===== src/rtl/i2s_adc_receiver.sv =====
// -----------------------------------------------------------------------------
// i2s_adc_receiver
//
// Purpose:
//   Front end for the external stereo audio ADC. Generates the ADC master
//   clock (sclk_out), resynchronises the ADC's I2S bit clock, word select and
//   data into the clk domain, deserialises standard I2S frames (MSB first,
//   one-bclk delay after each LRCLK edge, LRCLK low = left channel) and hands
//   every completed left/right pair to the downstream audio path over a
//   strobe/acknowledge handshake.
//
// Ports:
//   clk             system clock (transceiver clock)
//   rst_n           asynchronous active-low reset, clears every flop
//   bclk_in         I2S bit clock from the ADC (asynchronous to clk)
//   lrclk_in        I2S word select from the ADC (asynchronous), low = left
//   dout_in         I2S serial data from the ADC (asynchronous)
//   sclk_out        ADC master clock, 50% duty, SCLK_HALF_PERIOD clk per half
//   left_out        left sample of the current pair, two's complement
//   right_out       right sample of the current pair, two's complement
//   sample_stb_out  high while left_out/right_out hold an unconsumed pair
//   sample_ack_in   consumer accepts the pair (sampled while strobe is high)
//   overrun_out     sticky: an unacknowledged pair was overwritten
// -----------------------------------------------------------------------------
module i2s_adc_receiver #(
    parameter int SAMPLE_WIDTH     = 24,
    parameter int SCLK_HALF_PERIOD = 6
) (
    input  logic                    clk,
    input  logic                    rst_n,
    input  logic                    bclk_in,
    input  logic                    lrclk_in,
    input  logic                    dout_in,
    output logic                    sclk_out,
    output logic [SAMPLE_WIDTH-1:0] left_out,
    output logic [SAMPLE_WIDTH-1:0] right_out,
    output logic                    sample_stb_out,
    input  logic                    sample_ack_in,
    output logic                    overrun_out
);

    localparam int CW = (SCLK_HALF_PERIOD > 1) ? $clog2(SCLK_HALF_PERIOD) : 1;
    localparam int BW = $clog2(SAMPLE_WIDTH + 1);
    localparam logic [CW-1:0] SCLK_TC  = CW'(SCLK_HALF_PERIOD - 1);
    localparam logic [BW-1:0] BIT_FULL = BW'(SAMPLE_WIDTH);

    // sclk generator state
    logic [CW-1:0] sclk_cnt_r;

    // synchronisers (sync3 on bclk only, for rising-edge detection)
    logic bclk_sync1_r, bclk_sync2_r, bclk_sync3_r;
    logic lrclk_sync1_r, lrclk_sync2_r;
    logic dout_sync1_r, dout_sync2_r;

    // deserialiser state
    logic                    lrclk_prev_r;
    logic                    synced_r;
    logic [BW-1:0]           bit_cnt_r;
    logic [SAMPLE_WIDTH-1:0] shift_r;
    logic [SAMPLE_WIDTH-1:0] left_hold_r;
    logic [SAMPLE_WIDTH-1:0] right_hold_r;
    logic                    left_ok_r;
    logic                    pair_done_r;

    // decoded per-cycle events
    logic rise_s;
    logic boundary_s;
    logic word_valid_s;

    // Free-running master clock divider, independent of any I2S activity.
    always_ff @(posedge clk or negedge rst_n) begin
        if (!rst_n) begin
            sclk_cnt_r <= '0;
            sclk_out   <= 1'b0;
        end else if (sclk_cnt_r == SCLK_TC) begin
            sclk_cnt_r <= '0;
            sclk_out   <= ~sclk_out;
        end else begin
            sclk_cnt_r <= sclk_cnt_r + CW'(1);
        end
    end

    // Two-flop synchronisers for all pins, plus a third bclk stage for edge detect.
    always_ff @(posedge clk or negedge rst_n) begin
        if (!rst_n) begin
            bclk_sync1_r  <= 1'b0;
            bclk_sync2_r  <= 1'b0;
            bclk_sync3_r  <= 1'b0;
            lrclk_sync1_r <= 1'b0;
            lrclk_sync2_r <= 1'b0;
            dout_sync1_r  <= 1'b0;
            dout_sync2_r  <= 1'b0;
        end else begin
            bclk_sync1_r  <= bclk_in;
            bclk_sync2_r  <= bclk_sync1_r;
            bclk_sync3_r  <= bclk_sync2_r;
            lrclk_sync1_r <= lrclk_in;
            lrclk_sync2_r <= lrclk_sync1_r;
            dout_sync1_r  <= dout_in;
            dout_sync2_r  <= dout_sync1_r;
        end
    end

    // Rise pulse, LRCLK-boundary detect and validity of the word just finished.
    always_comb begin
        rise_s       = bclk_sync2_r & ~bclk_sync3_r;
        boundary_s   = rise_s & (lrclk_sync2_r != lrclk_prev_r);
        word_valid_s = synced_r & (bit_cnt_r == BIT_FULL);
    end

    // I2S deserialiser: shifts bits on each rise and evaluates words at LRCLK edges.
    always_ff @(posedge clk or negedge rst_n) begin
        if (!rst_n) begin
            lrclk_prev_r <= 1'b0;
            synced_r     <= 1'b0;
            bit_cnt_r    <= '0;
            shift_r      <= '0;
            left_hold_r  <= '0;
            right_hold_r <= '0;
            left_ok_r    <= 1'b0;
            pair_done_r  <= 1'b0;
        end else begin
            pair_done_r <= 1'b0;
            if (rise_s) begin
                lrclk_prev_r <= lrclk_sync2_r;
                if (boundary_s) begin
                    // Delay slot: this edge's data bit belongs to no word.
                    bit_cnt_r <= '0;
                    synced_r  <= 1'b1;
                    if (!lrclk_prev_r) begin
                        if (word_valid_s) begin
                            left_hold_r <= shift_r;
                            left_ok_r   <= 1'b1;
                        end else begin
                            left_ok_r   <= 1'b0;
                        end
                    end else begin
                        // A right word only completes a pair behind a good left word.
                        if (word_valid_s && left_ok_r) begin
                            right_hold_r <= shift_r;
                            pair_done_r  <= 1'b1;
                        end else begin
                            right_hold_r <= right_hold_r;
                        end
                        left_ok_r <= 1'b0;
                    end
                end else if (bit_cnt_r < BIT_FULL) begin
                    shift_r   <= {shift_r[SAMPLE_WIDTH-2:0], dout_sync2_r};
                    bit_cnt_r <= bit_cnt_r + BW'(1);
                end else begin
                    // Bits beyond the sample width are dropped; count saturates.
                    bit_cnt_r <= bit_cnt_r;
                end
            end else begin
                lrclk_prev_r <= lrclk_prev_r;
            end
        end
    end

    // Output pair register and stb/ack handshake with sticky overrun.
    always_ff @(posedge clk or negedge rst_n) begin
        if (!rst_n) begin
            left_out       <= '0;
            right_out      <= '0;
            sample_stb_out <= 1'b0;
            overrun_out    <= 1'b0;
        end else if (pair_done_r) begin
            left_out       <= left_hold_r;
            right_out      <= right_hold_r;
            sample_stb_out <= 1'b1;
            // An ack in the completion cycle consumes the old pair, so no overrun.
            if (sample_stb_out && !sample_ack_in) begin
                overrun_out <= 1'b1;
            end else begin
                overrun_out <= overrun_out;
            end
        end else if (sample_stb_out && sample_ack_in) begin
            sample_stb_out <= 1'b0;
        end else begin
            sample_stb_out <= sample_stb_out;
        end
    end

endmodule


===== config.mk =====
export PLATFORM = sky130hd
export DESIGN_NAME = i2s_adc_receiver
export DESIGN_NICKNAME = d
export VERILOG_FILES = /design/src/rtl/i2s_adc_receiver.sv
export SDC_FILE = /design/constraint.sdc
export NUM_CORES = 1
export LEC_CHECK = 0
export ABC_AREA = 1
export BUFFER_PORTS_ARGS = -buffer_cell sky130_fd_sc_hd__buf_2
export CAP_MARGIN = 10
export CORE_MARGIN = 8
export CORE_UTILIZATION = 40
export DETAILED_ROUTE_END_ITERATION = 8
export HOLD_SLACK_MARGIN = 0.15
export PLACE_DENSITY = 0.68
export SYNTH_ARGS = -nofsm -noshare
export SYNTH_HDL_FRONTEND = slang
export SYNTH_SLANG_ARGS = --single-unit

===== constraint.sdc =====
create_clock -name clk -period 2.8 [get_ports clk]
set_input_delay 0.14 -clock clk [delete_from_list [all_inputs] [get_ports clk]]
set_output_delay 0.14 -clock clk [all_outputs]
set_load 0.03 [all_outputs]

==> results of run 1 <==
==> layer usage <==
| metal | vias to the layer above | GRT usage [%] | share of wire (%) |
|---|---|---|---|
| met4 | 0 | 5.864 | 1.6 |
| met1 | 1980 | 15.87 | 42 |
| met3 | 17 | 3.566 | 3.7 |
| met2 | 66 | 22.75 | 52 |
| li1 | 2010 | - | - |
| met5 | - | 0 | 0 |
==> Yosys cell counts <==
cell type / number / area, sq um
nand2_1: 258 / 968.4
dfrtp_1: 142 / 3553
nand3_1: 53 / 265.3
inv_1: 41 / 153.9
o21ai_0: 30 / 150.1
o21bai_1: 25 / 187.7
buf_2: 14 / 70.07
clkbuf_1: 11 / 41.29
buf_6: 6 / 67.56
nor2_1: 6 / 22.52
a21oi_1: 2 / 10.01
ha_1: 2 / 25.02
nand3_2: 2 / 20.02
nand4_1: 2 / 12.51
nor2_2: 2 / 12.51
nor2_4: 2 / 22.52
xor2_1: 2 / 17.52
buf_4: 1 / 7.510
inv_2: 1 / 3.750
nand2_2: 1 / 6.260
nand2_4: 1 / 11.26
nor3_4: 1 / 16.27
==> state kept, by name (all words and copies together) (netlist names) <==
name,cells
bclk_sync2_r,1
synced_r,1
bit_cnt_r,5
right_out,24
overrun_out,1
pair_done_r,1
right_hold_r,24
lrclk_prev_r,1
bclk_sync1_r,1
lrclk_sync2_r,1
left_hold_r,24
dout_sync2_r,1
left_ok_r,1
sclk_out,1
sample_stb_out,1
bclk_sync3_r,1
left_out,24
dout_sync1_r,1
lrclk_sync1_r,1
shift_r,24
sclk_cnt_r,3
==> stage by stage <==
| stage | instances | setup WS [ns] | utilization [%] |
|---|---|---|---|
| 2_1_floorplan | 605 | 1.384 | - |
| 3_3_place_gp | 817 | 0.9490 | 43.62 |
| 3_5_place_dp | 817 | 0.8360 | 43.62 |
| 4_1_cts | 854 | 0.8341 | 48.49 |
| 5_1_grt | 854 | 0.6683 | 48.49 |
| 6_report | 854 | 0.8626 | 48.49 |
==> path summary, 6_finish.rpt <==
check | start | endpoint | slack [ns] | depth (start not counted)
max | pair_done_r | left_out[18] | 0.86 | 4
min | dout_sync1_r | dout_sync2_r | 0.35 | 0
max reg2reg | pair_done_r | left_out[18] | 0.86 | 4
min reg2reg | dout_sync1_r | dout_sync2_r | 0.35 | 0
max in group asynchronous | rst_n | sclk_cnt_r[1] | 1.55 | 3
min in group asynchronous | rst_n | right_out[7] | 0.41 | 2
==> critical path, stage by stage (launching register included) <==
cell,delay [ns]
dfrtp_1,0.81
inv_2,0.48
buf_4,0.36
nand2_1,0.10
nand2_1,0.06
==> logic make-up (layout without fill, tap and decap cells) <==
kind of cell | Yosys count | in the layout | share of synthesized area, %
flops | 142 | 142 | 62.94
xor+xnor | 2 | 2 | 0.3103
fa+ha+maj | 2 | 2 | 0.4432
simple gates | 328 | 328 | 24.05
buf+inv | 74 | 143 | 6.095
compound gates | 57 | 57 | 6.161
==> report_power, final <==
part	switching [W]	internal (W)	leakage, nW
Sequential	0.0000818	0.00212	1.95
Clock	0.000859	0.00148	0.299
Combinational	0.000132	0.0000544	1.48
==> layout make-up <==
type / instances / area share, %
Inverter: 42 / 2.351
Timing Repair Buffer: 69 / 5.915
Sequential cell: 142 / 52.99
Tap cell: 180 / 3.359
Multi-Input combinational cell: 389 / 26.07
Clock buffer: 20 / 6.960
Clock inverter: 12 / 2.351
==> results.py, run 1 <==
metrics = {
    "synth": {
        "avgSynthCellArea_sq_um": 9.331,
        "ys_ff_latch": 142,
        "synth.distinct_cells": 22,
        "yosysWarnings": 0,
        "synthCells": 605,
        "synthesis.nets": 613,
        "ys_seq_area_share_pct": 62.94,
        "syn-cell-area_sq_um": 5645,
    },
    "placed_design": {
        "dp_hpwl_mm": 7.900,
        "gp_congestion": 0.7896,
        "io_buffers": 56,
        "dpl-instance-area_sq_um": 6031,
    },
    "timing": {
        "final-max-slew-violation-count": 0,
        "clock_skew_ns": 0.008707,
        "grt_setup_unrepaired": "false",
        "finalCriticalPeriod_ns": 1.937,
        "finalHoldWorstSlack_ns": 0.3476,
        "setup_viol": 0,
        "max_slew_margin_pct": 35.00,
        "setup_tns_ns": 0,
        "max_freq_ghz": 0.5162,
        "hold_violations": 0,
        "worst_pin_slew_ns": 0.9750,
        "fin_crit_sh_pct": 69.19,
    },
    "power": {
        "p_total_w": 0.004724,
        "power_leakage_nw": 3.728,
        "peakVddDrop_uv": 353.2,
        "power_density_nw_per_um2": 704.5,
    },
    "routing": {
        "drt_iter0_markers": 318,
        "viasPerCell": 4.769,
        "wl_per_cell_um": 13.41,
        "post-route-drc-count": 0,
        "vias": 4073,
        "dr.pass1.iters": 4,
        "drt-total-wl_mm": 11.45,
        "ant_nets": 0,
    },
    "critical_path": {
        "cp-start-kind": "flip-flop",
        "critPathMaxFanout": 49,
        "cp-end-kind": "flip-flop",
        "worstPathArrival_ns": 2.23,
        "critPathRequiredTime_ns": 3.10,
        "worstSetupPathType": "flip-flop to flip-flop",
    },
    "layout": {
        "nets": 669,
        "drive_above_1_share_pct": 15.88,
        "multi_input_area_sq_um": 1748,
        "seq_area_sq_um": 3553,
        "synthToLayoutAreaGrowth_pct": 18.77,
        "antenna_cells": 0,
        "fin_area_sq_um": 6705,
        "final_cell_mix": "258 x nand2_1, 142 x dfrtp_1, 55 x buf_2",
        "fillers": 1258,
        "final_common_cell": "nand2_1",
    },
    "grt": {
        "grt_pass1_wl_mm": 19.98,
        "grt_usage_pct": 13.50,
        "antenna_found_initial": 0,
        "grt_start_max_net_pins": 112,
        "grt_overflow": 0,
        "grt_pass1_vias": 4260,
    },
    "floorplan": {
        "io-pin-count": 57,
        "fp.dieW_um": 134.8,
        "core_sq_um": 13830,
        "die_h_um": 134.8,
        "row_count": 43,
        "die_area_sq_um": 18170,
        "start_util_pct": 40.83,
    },
    "cts": {
        "cts_root_buffer": "clkbuf_16",
        "hold_buffers": 5,
        "cts_max_path_buffers": 2,
        "clock_latency_ns": 0.41,
        "post_cts_resized": 0,
        "cts_made_buffers": 17,
        "clk_pin_slew_ns": 0.06,
        "clock-sinks": 142,
        "postCtsSetupBuffers": 0,
        "cts_tree": "built",
        "h-tree-depth": 4,
    },
    "run_status": {
        "status": "completed",
    },
    "job": {
        "drv_cap": 0,
    },
    "hold_path": {
        "worstHoldPathType": "flip-flop to flip-flop",
    },
}
Note: power is estimated with default switching activity, not from simulation.
==> inputs of run 2 (changes only) <==
PLACE_DENSITY = 0.7   (was 0.68)
clock period = 1.55 ns   (was 2.8 ns; I/O delays follow)
==> run 2 against run 1 <==
  * Core utilization grew 1.5 points
  * Wire length grew 2.0%
  * Combinational power grew 100%
  * Worst hold slack lost 0.16 ns
  * Global-route usage grew 0.18 points
  * Register-to-register slack lost 0.75 ns
  * Flip-flop and latch count is the same
==> results.py, run 2 (synthesized netlist as in run 1, its figures left out) <==
metrics = {
    "routing": {
        "wl_per_cell_um": 13.53,
        "drt_iter0_markers": 305,
        "ant_nets": 0,
        "dr.pass1.iters": 4,
        "vias": 4150,
        "viasPerCell": 4.803,
        "drt-total-wl_mm": 11.69,
        "post-route-drc-count": 0,
    },
    "cts": {
        "clock-sinks": 142,
        "h-tree-depth": 4,
        "cts_max_path_buffers": 2,
        "cts_made_buffers": 17,
        "clk_pin_slew_ns": 0.05,
        "cts_root_buffer": "clkbuf_16",
        "cts_tree": "built",
        "clock_latency_ns": 0.41,
    },
    "grt": {
        "antenna_found_initial": 0,
        "grt_overflow": 0,
        "grt_start_max_net_pins": 52,
        "grt_pass1_vias": 4251,
        "grt_usage_pct": 13.68,
        "grt_pass1_wl_mm": 20.02,
    },
    "power": {
        "comb_power_share_pct": 4.4,
        "power_density_nw_per_um2": 1231,
        "pwr-share-seq_pct": 46.7,
        "p_clk_share_pct": 48.9,
        "peakVddDrop_uv": 790.2,
        "power.internal_w": 0.006713,
        "power_leakage_nw": 3.823,
        "p_switching_w": 0.001798,
        "p_total_w": 0.008511,
        "swShare_pct": 21.13,
    },
    "floorplan": {
        "die_area_sq_um": 18170,
        "fp.dieW_um": 134.8,
        "start_util_pct": 40.83,
        "row_count": 43,
        "die_h_um": 134.8,
        "io-pin-count": 57,
        "core_sq_um": 13830,
    },
    "critical_path": {
        "critPathMaxFanout": 12,
        "worstSetupPathType": "flip-flop to flip-flop",
        "cp-start-kind": "flip-flop",
        "worstPathArrival_ns": 1.79,
        "critPathRequiredTime_ns": 1.90,
        "cp-end-kind": "flip-flop",
    },
    "timing": {
        "setup_viol": 0,
        "max_freq_ghz": 0.6948,
        "worst_pin_slew_ns": 0.4793,
        "max_slew_margin_pct": 68.05,
        "finalCriticalPeriod_ns": 1.439,
        "fin_crit_sh_pct": 92.85,
        "final-max-slew-violation-count": 0,
        "clock_skew_ns": 0.006423,
        "hold_violations": 0,
    },
    "layout": {
        "antenna_cells": 0,
        "nets": 681,
        "fillers": 1272,
        "final_cell_mix": "257 x nand2_1, 142 x dfrtp_1, 55 x buf_2",
        "final_cells": 864,
        "drive_above_1_share_pct": 17.25,
        "final_common_cell": "nand2_1",
        "synthToLayoutAreaGrowth_pct": 22.50,
    },
    "run_status": {
        "status": "completed",
    },
    "placed_design": {
        "io_buffers": 56,
        "gp_congestion": 0.7555,
        "placed_cells": 826,
        "dp_hpwl_mm": 7.954,
    },
    "hold_path": {
        "worstHoldPathType": "input pin to asynchronous set/reset pin",
    },
    "job": {
        "drv_cap": 0,
    },
}
==> run 2: power by group through the flow <==
stage               clock [W]  combinational, W  sequential (W)
detailed placement          0          0.000358         0.00404
global route          0.00441          0.000438         0.00399
floorplan                   0          0.000227         0.00398
CTS                   0.00426          0.000370         0.00397
finish                0.00416          0.000372         0.00398
global placement            0          0.000336         0.00404
==> run 2: area by class of cell <==
| class | count | area (sq um) | share of cell area [%] |
|---|---|---|---|
| tap | 180 | 225.2 | 3.257 |
| clock buffer | 24 | 511.7 | 7.400 |
| timing repair buffer | 80 | 584.3 | 8.449 |
| sequential | 142 | 3553 | 51.38 |
| multi-input combinational | 390 | 1778 | 25.71 |
| inverter | 42 | 157.7 | 2.280 |
| clock inverter | 6 | 105.1 | 1.520 |
==> run 2: critical path: stages, from the launching register on <==
cell and delay, ns:
dfrtp_1 0.39, inv_1 0.08, ha_1 0.16, nand2_2 0.07
nor3_4 0.20, buf_12 0.16, clkbuf_16 0.15, nand3_1 0.09
nand2_1 0.07
==> run 2: per-stage QoR <==
step / setup slack (ns) / util [%] / cell area (sq um) / TNS [ns] / hold slack [ns]
6_report: 0.1108 / 50.01 / 6915 / 0 / 0.1845
5_1_grt: -0.01805 / 50.01 / 6915 / -0.03303 / 0.2145
4_1_cts: 0.02270 / 49.38 / 6828 / 0 / 0.1921
3_5_place_dp: 0.06348 / 44.56 / 6161 / 0 / 0.05731
3_3_place_gp: 0.1132 / 44.56 / 6161 / 0 / 0.05029
2_1_floorplan: 0.1344 / - / 5645 / 0 / -0.2181
==> run 2: path summary, 6_finish.rpt <==
check | start | to | slack, ns | depth (start not counted)
worst max-delay path | bit_cnt_r[1] | left_hold_r[12] | 0.11 | 8
worst min-delay path | rst_n | right_hold_r[7] | 0.18 | 2
worst max register to register | bit_cnt_r[1] | left_hold_r[12] | 0.11 | 8
worst min register to register | bclk_sync1_r | bclk_sync2_r | 0.35 | 0
max in group asynchronous | rst_n | lrclk_sync1_r | 0.76 | 3
min in group clk | bclk_in | bclk_sync1_r | 0.30 | 2
==> run 2: timing repair <==
action                                  in CTS  in global routing
hold endpoints to repair                   147                  0
setup buffers                                0                  1
endpoints found under the setup margin       0                 40
resized for setup                            0                  8
hold buffers                                 5                  0
==> run 2: layer usage <==
layer  GRT usage [%]  wire [um]  part of all wire (%)
met1           15.41       4775                    41
met2           23.69       6257                    54
met3           4.532        532                   4.6
met4           4.803        121                   1.0
met5               0          0                     0
==> inputs of run 3 (changes only) <==
PLACE_DENSITY = 0.67   (was 0.7)
==> run 3 against run 2 <==
  * Worst hold slack gained 0.11 ns
  * Largest cell class unchanged
  * Total power grew 3.5%
  * Register-to-register slack lost 0.02 ns
  * Flip-flop and latch count is the same
  * Core utilization shrank 0.13 points
  * Global-route usage shrank 0.078 points
  * Cell count is the same
  * Worst setup slack lost 0.021 ns
  * Clock power grew 7.2%
  * Critical path depth is the same
==> results.py, run 3 (synthesized netlist as in run 1, its figures left out) <==
metrics = {
    "run_status": {
        "status": "completed",
    },
    "floorplan": {
        "start_util_pct": 40.83,
        "die_area_sq_um": 18170,
        "io-pin-count": 57,
        "row_count": 43,
        "fp.dieW_um": 134.8,
        "die_h_um": 134.8,
        "core_sq_um": 13830,
    },
    "timing": {
        "worst_pin_slew_ns": 0.3832,
        "finalCriticalPeriod_ns": 1.461,
        "clock_skew_ns": 0.01530,
        "fin_crit_sh_pct": 94.23,
        "final-max-slew-violation-count": 0,
        "grt_setup_unrepaired": "false",
        "fin_ws_ns": 0.08950,
        "setup_viol": 0,
        "hold_violations": 0,
        "max_freq_ghz": 0.6847,
        "max_slew_margin_pct": 74.46,
        "setup_tns_ns": 0,
    },
    "critical_path": {
        "cp_cell_sequence": "inv_2 -> ha_1 -> nand2_1 -> inv_1 -> nand3_2 -> buf_8 -> o21bai_1 -> nand2_1",
        "cp-end-kind": "flip-flop",
        "max_stage_delay_ns": 0.40,
        "critPathRequiredTime_ns": 1.84,
        "critPathMaxFanout": 24,
        "cp-start-kind": "flip-flop",
        "crit_buf_inv": 3,
        "worstSetupPathType": "flip-flop to flip-flop",
        "worstPathArrival_ns": 1.76,
        "path_delay_family": "flip-flops",
        "critPathSlowestCell": "dfrtp_1",
        "cp_common_cell": "nand2_1",
    },
    "routing": {
        "post-route-drc-count": 0,
        "dr.pass1.iters": 4,
        "drt-total-wl_mm": 11.68,
        "viasPerCell": 4.845,
        "vias": 4186,
        "drt_iter0_markers": 317,
        "ant_nets": 0,
        "wl_per_cell_um": 13.52,
    },
    "grt": {
        "grt_pass1_wl_mm": 19.90,
        "antenna_found_initial": 0,
        "grt_start_max_net_pins": 49,
        "grt_overflow": 0,
        "grt_usage_pct": 13.60,
        "grt_pass1_vias": 4245,
    },
    "cts": {
        "clock_latency_ns": 0.42,
        "cts_made_buffers": 17,
        "clock-sinks": 142,
        "cts_max_path_buffers": 2,
        "cts_root_buffer": "clkbuf_16",
        "clk_pin_slew_ns": 0.06,
        "h-tree-depth": 4,
        "cts_tree": "built",
        "postCtsSetupBuffers": 0,
    },
    "placed_design": {
        "io_buffers": 56,
        "dp_slack_ns": 0.02842,
        "gp_congestion": 0.7691,
        "dp_hpwl_mm": 7.995,
    },
    "power": {
        "peakVddDrop_uv": 668.9,
        "comb_power_share_pct": 4.2,
        "p_switching_w": 0.001883,
        "power_leakage_nw": 3.826,
        "power_density_nw_per_um2": 1277,
        "swShare_pct": 21.37,
        "p_clk_share_pct": 50.6,
        "pwr-share-seq_pct": 45.2,
        "power.internal_w": 0.006928,
    },
    "layout": {
        "seq_area_sq_um": 3553,
        "fillers": 1264,
        "multi_input_area_sq_um": 1748,
        "final_cell_mix": "258 x nand2_1, 142 x dfrtp_1, 55 x buf_2",
        "antenna_cells": 0,
        "nets": 679,
        "final_common_cell": "nand2_1",
        "synthToLayoutAreaGrowth_pct": 22.19,
        "drive_above_1_share_pct": 16.96,
    },
    "job": {
        "drv_cap": 0,
    },
    "hold_path": {
        "worstHoldPathType": "input pin to flip-flop",
    },
}
-- run 3: cell types whose count changed in the layout (fill, tap and decap cells not counted), sizes merged --
cell,change
bufinv,+2
clkbuf,-4
clkinvlp,+1
nand2,-1
buf,-1
dlygate4sd3,+1
clkinv,+2
-- run 3: area by class of cell --
cell class / instances / area share [%]
flip-flops and latches: 142 / 51.51
multi-input cells: 389 / 25.34
repair buffers: 79 / 8.072
clock buffers: 21 / 6.820
well taps: 180 / 3.265
clock inverters: 11 / 2.703
inverters: 42 / 2.286
-- run 3: power by group through the flow --
stage | clock network [W] | registers, W | logic (W)
finish | 0.00446 | 0.00398 | 0.000369
global route | 0.00473 | 0.00400 | 0.000427
CTS | 0.00454 | 0.00398 | 0.000378
detailed placement | 0 | 0.00405 | 0.000365
global placement | 0 | 0.00404 | 0.000344
floorplan | 0 | 0.00398 | 0.000227
-- run 3: layer usage --
layer / vias to the layer above / part of all wire [%] / global-route usage, %
li1: 2028 / - / -
met1: 2067 / 41 / 14.92
met2: 78 / 54 / 24.11
met3: 13 / 4.7 / 3.938
met4: 0 / 1.1 / 5.552
met5: - / 0 / 0
-- run 3: path summary, 6_finish.rpt --
kind                              startpoint  slack (ns)  cells after the start               end
worst min-delay path                lrclk_in        0.30                      2     lrclk_sync1_r
worst min register to register  dout_sync1_r        0.35                      0      dout_sync2_r
worst max register to register  bit_cnt_r[0]        0.09                      8  right_hold_r[17]
worst max-delay path            bit_cnt_r[0]        0.09                      8  right_hold_r[17]
min in group asynchronous              rst_n        0.66                      3      left_out[12]
max in group asynchronous              rst_n        0.27                      4  right_hold_r[16]
-- run 3: metrics by stage --
stage | hold slack (ns) | power, W | utilization [%] | instance area [sq um] | std cells
detailed placement | 0.0003012 | 0.004412 | 44.65 | 6173 | 826
floorplan | -0.2181 | 0.004207 | - | 5645 | 605
finish | 0.2972 | 0.008810 | 49.89 | 6898 | 864
global placement | -0.004848 | 0.004386 | 44.65 | 6173 | 826
CTS | 0.2819 | 0.008900 | 49.83 | 6890 | 864
global route | 0.2888 | 0.009150 | 49.89 | 6898 | 864
-- run 3: timing repair --
action,in CTS,in global routing
endpoints found under the setup margin,0,36
endpoints found under the hold margin,147,0
resized for setup,0,3
hold buffers,6,0
-- run 3: worst register-to-register path: stages (launching register included) --
cell	delay, ns
dfrtp_1	0.40
inv_2	0.09
ha_1	0.14
nand2_1	0.09
inv_1	0.08
nand3_2	0.12
buf_8	0.19
o21bai_1	0.16
nand2_1	0.08
